$ cat config.mk
export PLATFORM = sky130hd
export DESIGN_NAME = conf_mem_arb
export DESIGN_NICKNAME = d
export VERILOG_FILES = /design/src/rtl/conf_mem_arb_pkg.sv /design/src/rtl/conf_mem_arb_rr_arb2.sv /design/src/rtl/conf_mem_arb.sv
export SDC_FILE = /design/constraint.sdc
export NUM_CORES = 1
export LEC_CHECK = 0
export ABC_CLOCK_PERIOD_IN_PS = 1400
export BUFFER_PORTS_ARGS = -buffer_cell sky130_fd_sc_hd__buf_2
export CAP_MARGIN = 40
export CORE_ASPECT_RATIO = 1.25
export CORE_MARGIN = 4
export CORE_UTILIZATION = 41
export CTS_CLUSTER_DIAMETER = 60
export DETAILED_ROUTE_END_ITERATION = 6
export GPL_TIMING_DRIVEN = 0
export PLACE_DENSITY = 0.8
export SLEW_MARGIN = 20
export SYNTH_ARGS = -nofsm -noshare
export SYNTH_HDL_FRONTEND = slang
export SYNTH_SLANG_ARGS = --single-unit
$ cat constraint.sdc
create_clock -name clk -period 1.4 [get_ports clk]
set_input_delay 0.14 -clock clk [delete_from_list [all_inputs] [get_ports clk]]
set_output_delay 0.14 -clock clk [all_outputs]
set_load 0.05 [all_outputs]
$ cat src/rtl/conf_mem_arb_pkg.sv
// Shared types and constants for the config-memory arbiter.
`default_nettype none

package conf_mem_arb_pkg;

  typedef enum logic [1:0] {
    ST_IDLE = 2'd0,
    ST_ACC  = 2'd1,
    ST_RSP  = 2'd2
  } state_e;

  localparam int P_HOST = 0;
  localparam int P_SEQ  = 1;

endpackage

`default_nettype wire

$ cat src/rtl/conf_mem_arb_rr_arb2.sv
// Combinational 2-way round-robin pick; inputs are already eligibility-masked.
`default_nettype none

module rr_arb2
  import conf_mem_arb_pkg::*;
(
  input  logic [1:0] req_i,
  input  logic       lst_i,
  output logic       gnt_vld_o,
  output logic       gnt_idx_o
);

  // On a tie the port that did not win last time goes next.
  assign gnt_vld_o = |req_i;
  assign gnt_idx_o = (&req_i) ? ~lst_i : req_i[P_SEQ];

endmodule

`default_nettype wire

$ cat src/rtl/conf_mem_arb.sv
// Two-port round-robin sequencer in front of a single-port config memory with 1-cycle read latency.
`default_nettype none

module conf_mem_arb
  import conf_mem_arb_pkg::*;
#(
  parameter int                    DW_MA      = 8,
  parameter int                    DW_MD      = 16,
  parameter int                    NUM_OF_REG = 4,
  parameter logic [NUM_OF_REG-1:0] DIR_M      = '0
) (
  input  logic             clk,
  input  logic             rstb,
  input  logic             r0_req,
  input  logic             r0_we,
  input  logic [DW_MA-1:0] r0_adr,
  input  logic [DW_MD-1:0] r0_wdt,
  output logic             r0_ack,
  output logic [DW_MD-1:0] r0_rdt,
  output logic             r0_err,
  input  logic             r1_req,
  input  logic             r1_we,
  input  logic [DW_MA-1:0] r1_adr,
  input  logic [DW_MD-1:0] r1_wdt,
  output logic             r1_ack,
  output logic [DW_MD-1:0] r1_rdt,
  output logic             r1_err,
  output logic [DW_MA-1:0] m_adr,
  output logic [DW_MD-1:0] m_wdt,
  output logic             m_val,
  input  logic [DW_MD-1:0] m_rdt
);

  state_e           state_q;
  logic             lst_q;
  logic             gnt_q;
  logic             ok_q;
  logic [DW_MA-1:0] m_adr_q;
  logic [DW_MD-1:0] m_wdt_q;
  logic             m_val_q;
  logic             r0_ack_q, r1_ack_q;
  logic [DW_MD-1:0] r0_rdt_q, r1_rdt_q;
  logic             r0_err_q, r1_err_q;

  logic [1:0]       elig;
  logic             gnt_vld;
  logic             gnt_idx;
  logic             sel_we;
  logic [DW_MA-1:0] sel_adr;
  logic [DW_MD-1:0] sel_wdt;
  logic             sel_hit;
  logic             sel_dir;
  logic             sel_ok;
  logic [DW_MD-1:0] rsp_rdt;

  // A port whose ack is showing this cycle is masked so its held req is not re-granted.
  assign elig = {r1_req & ~r1_ack_q, r0_req & ~r0_ack_q};

  rr_arb2 u_arb (
    .req_i     (elig),
    .lst_i     (lst_q),
    .gnt_vld_o (gnt_vld),
    .gnt_idx_o (gnt_idx)
  );

  assign sel_we  = gnt_idx ? r1_we  : r0_we;
  assign sel_adr = gnt_idx ? r1_adr : r0_adr;
  assign sel_wdt = gnt_idx ? r1_wdt : r0_wdt;

  always_comb begin
    sel_hit = 1'b0;
    sel_dir = 1'b0;
    for (int i = 0; i < NUM_OF_REG; i++) begin
      if (sel_adr == DW_MA'(i)) begin
        sel_hit = 1'b1;
        sel_dir = DIR_M[i];
      end
    end
  end

  assign sel_ok  = sel_hit && !(sel_we && sel_dir);
  assign rsp_rdt = ok_q ? m_rdt : '0;

  always_ff @(posedge clk or negedge rstb) begin
    if (!rstb) begin
      state_q  <= ST_IDLE;
      lst_q    <= 1'b1;
      gnt_q    <= 1'b0;
      ok_q     <= 1'b0;
      m_adr_q  <= '0;
      m_wdt_q  <= '0;
      m_val_q  <= 1'b0;
      r0_ack_q <= 1'b0;
      r1_ack_q <= 1'b0;
      r0_rdt_q <= '0;
      r1_rdt_q <= '0;
      r0_err_q <= 1'b0;
      r1_err_q <= 1'b0;
    end else begin
      r0_ack_q <= 1'b0;
      r1_ack_q <= 1'b0;
      case (state_q)
        ST_IDLE: begin
          if (gnt_vld) begin
            gnt_q   <= gnt_idx;
            lst_q   <= gnt_idx;
            ok_q    <= sel_ok;
            m_adr_q <= sel_adr;
            m_wdt_q <= sel_wdt;
            m_val_q <= sel_we && sel_ok;
            state_q <= ST_ACC;
          end
        end
        ST_ACC: begin
          m_val_q <= 1'b0;
          state_q <= ST_RSP;
        end
        ST_RSP: begin
          if (gnt_q == 1'(P_SEQ)) begin
            r1_ack_q <= 1'b1;
            r1_rdt_q <= rsp_rdt;
            r1_err_q <= !ok_q;
          end else begin
            r0_ack_q <= 1'b1;
            r0_rdt_q <= rsp_rdt;
            r0_err_q <= !ok_q;
          end
          state_q <= ST_IDLE;
        end
        default: state_q <= ST_IDLE;
      endcase
    end
  end

  assign m_adr  = m_adr_q;
  assign m_wdt  = m_wdt_q;
  assign m_val  = m_val_q;
  assign r0_ack = r0_ack_q;
  assign r0_rdt = r0_rdt_q;
  assign r0_err = r0_err_q;
  assign r1_ack = r1_ack_q;
  assign r1_rdt = r1_rdt_q;
  assign r1_err = r1_err_q;

endmodule

`default_nettype wire
==> flow_summary_export.csv <==
group,metric,value,unit
power_and_ir_drop,p_total,11.6,mW
drt,vias,2514,
drt,drt-wirelength-per-cell,15.9,um
worst_setup_path,reg2reg_to,"m_wdt[5]",
sta,period_needed,1.49,ns
cts,cts_buffer_depth,2,
worst_setup_path,worstSetupEndpointType,"flop",
floorplanning,die-height,98.8,um
power_and_ir_drop,p_leak,2.19,nW
placement,port_buffers,130,
synth,synthTopCellsByArea,"dfrtp_1 (60%), o21ai_0 (11%), nand2_1 (11%)",
cts,root_buffer,"clkbuf_8",
sta,period_share,107,%
floorplanning,design.core.area,0.00629,sq mm
synth,synth_seq_area_share,61.2,%
run_status,status,"finished with violations",
floorplanning,fp.dieW,80.6,um
cts,cts-htree-levels,3,
sta,final-setup-viol-count,28,
sta,drv_slew,0,
power_and_ir_drop,p_per_area,2760,mW/mm^2
drt,final_antenna_net_count,0,
global_routing,grt-ovfl-total,0,
flow_run,maxCapViolCount,0,
synth,syn-cell-area,0.00270,sq mm
sta,setup_slack,-0.0943,ns
global_routing,track_usage,20.2,%
cts,cts.sinks,66,
cells_and_area,design_area,0.00419,sq mm
drt,routed_wirelength,8070,um
worst_setup_path,rr_worst_depth,6,
worst_setup_path,crit_required,1.62,ns
global_routing,grt_pass1_wl,12300,um
worst_setup_path,arrival,1.72,ns
cells_and_area,finalNetCount,490,
placement,place_hpwl,5550,um
worst_setup_path,reg2reg_slack,-0.09,ns
synth,syn_nets,338,
min_path,worst_hold_startpoint,"m_rdt[3]",
synth,ys_ff_latch,66,
drt,drt_iter0_drc,31,
sta,rsz0062_at_grt,"yes",
cells_and_area,area_growth_syn_to_layout,55.0,%
cells_and_area,antenna_cells,0,
synth,yosysTopAreaCell,"dfrtp_1",
sta,fmax,0.669,GHz
synth,yosysTopAreaCellShare,60.2,%
synth,ys_types,22,
worst_setup_path,r2r_start,"r0_ack",
drt,drc,0,
synth,syn_inst,268,
floorplanning,start_util,43.0,%
cts,numCtsBuffers,9,
sta,finalHoldViolations,0,
drt,drtPass1Iterations,4,
floorplanning,ios,131,
placement,gp_routability_congestion,0.771,
run_status,violations,"setup timing",
cells_and_area,fillers,474,
min_path,hold_class,"in -> reg",
sta,tightest_slew,0.462,ns
global_routing,antenna_found_initial,0,
global_routing,grt_pass1_vias,2622,
min_path,min_path_cells,3,
placement,post_dp_cell_area,0.00356,sq mm
cells_and_area,final_cell_mix,"buf_2 (130), dfrtp_1 (63), nand2_1 (58), o21ai_0 (32), o21ai_2 (15)",
drt,vias_per_cell,4.94,
min_path,hold_end,"r1_rdt[3]",
power_and_ir_drop,max-vdd-ir-drop,2020,uV
synth,avgSynthCellArea,10.1,sq um
cts,cts_tree,"built",
cts,clk_pin_slew,0.07,ns
worst_setup_path,cp-start-kind,"flop",
cells_and_area,drive_gt1_share,53.8,%
worst_setup_path,cp_max_fo,8,
sta,finClkSkew,0.00643,ns
cts,insertion_delay,0.34,ns
floorplanning,rows,32,
floorplanning,die_area,0.00796,sq mm
worst_setup_path,path_class,"reg -> reg",
sta,relSlewSlack,68.9,%
synth,ys_warn_count,0,
cells_and_area,layout_commonest_cell,"buf_2",
global_routing,grt_max_degree,35,
layout make-up:
| type | instances | area [sq um] | share of cell area [%] |
|---|---|---|---|
| Buffer | 16 | 223 | 5.32 |
| Clock buffer | 11 | 131 | 3.14 |
| Clock inverter | 4 | 45.0 | 1.08 |
| Inverter | 4 | 20.0 | 0.478 |
| Multi-Input combinational cell | 180 | 1160 | 27.8 |
| Sequential cell | 66 | 1660 | 39.5 |
| Tap cell | 85 | 106 | 2.54 |
| Timing Repair Buffer | 143 | 845 | 20.2 |
kinds of logic (layout without fill, tap and decap cells):
group                  after synthesis  after routing  synth area share (%)
and+or+nand+nor                     92             92                  14.3
muxes                               24             24                  8.89
AOI/OAI and AO/OA                   64             64                  12.2
buffers and inverters               22            178                  3.47
DFF                                 66             66                  61.2
critical path, cell delays in order (launching register included):
cell and delay [ns]:
dfrtp_2 0.40, nand2b_4 0.16, o21bai_4 0.18, buf_8 0.17, buf_12 0.15, mux2i_1 0.25, o21ai_2 0.08
through the flow:
step                util [%]  hold slack [ns]  std cells  setup slack [ns]  setup TNS (ns)
floorplan                  -           -0.156        268            -0.153           -3.82
global placement        56.3            0.414        483            -0.180           -8.57
detailed placement      56.6            0.109        484            -0.218           -6.78
CTS                     63.6           0.0546        506           -0.0688           -1.14
global route            66.6           0.0690        509            -0.145           -2.85
finish                  66.6           0.0678        509           -0.0943           -1.40
repair_timing:
item	CTS	global route
gates resized for setup	58	52
pin swaps	17	11
cloned	5	1
hold buffers	1	0
buffers inserted	2	3
setup endpoints to repair	53	56
endpoints found under the hold margin	32	0
worst max path at each step:
stage / cells after the start / slack [ns] / start / end
after CTS: 5 / -0.07 / r1_ack / m_wdt[14]
after global placement: 4 / -0.18 / state_q[0] / r0_rdt[13]
after global routing: 6 / -0.15 / r0_ack / m_wdt[5]
final: 6 / -0.09 / r0_ack / m_wdt[5]
after floorplan: 4 / -0.15 / r1_ack / m_val
after detailed placement: 4 / -0.22 / state_q[0] / r0_rdt[8]
where the power goes:
| group | leakage (nW) | switching [mW] | total (mW) | internal, mW |
|---|---|---|---|---|
| Sequential | 0.838 | 0.539 | 3.29 | 2.75 |
| Combinational | 1.26 | 4.63 | 6.78 | 2.15 |
| Clock | 0.0929 | 0.703 | 1.51 | 0.805 |
per-layer routing:
metal	share of wire [%]	wire (um)	GRT usage [%]
met1	40	3200	23.6
met2	50	4010	34.6
met3	8.9	719	5.03
met4	1.8	144	8.71
met5	0	0	0
sequential cells by signal, indices dropped and copies added, names as in the netlist, 2 cells and up:
name and flops:
m_wdt 16, r0_rdt 16, r1_rdt 16, m_adr 8, state_q 2
synth_stat cells:
cell type / instances
or2b_2: 1
buf_1: 1
a211o_1: 1
nor2_1: 3
or3b_2: 1
nand3b_1: 1
o21bai_1: 1
a31oi_1: 2
mux2i_1: 24
nand4_1: 1
o21ai_0: 60
nor4_1: 1
dfstp_2: 1
dfrtp_1: 65
clkbuf_1: 14
nand3_1: 1
nand2b_1: 2
nand2_1: 76
buf_4: 3
inv_1: 4
nor2b_1: 2
or4_1: 3
Note: power is estimated with default switching activity, not from simulation.
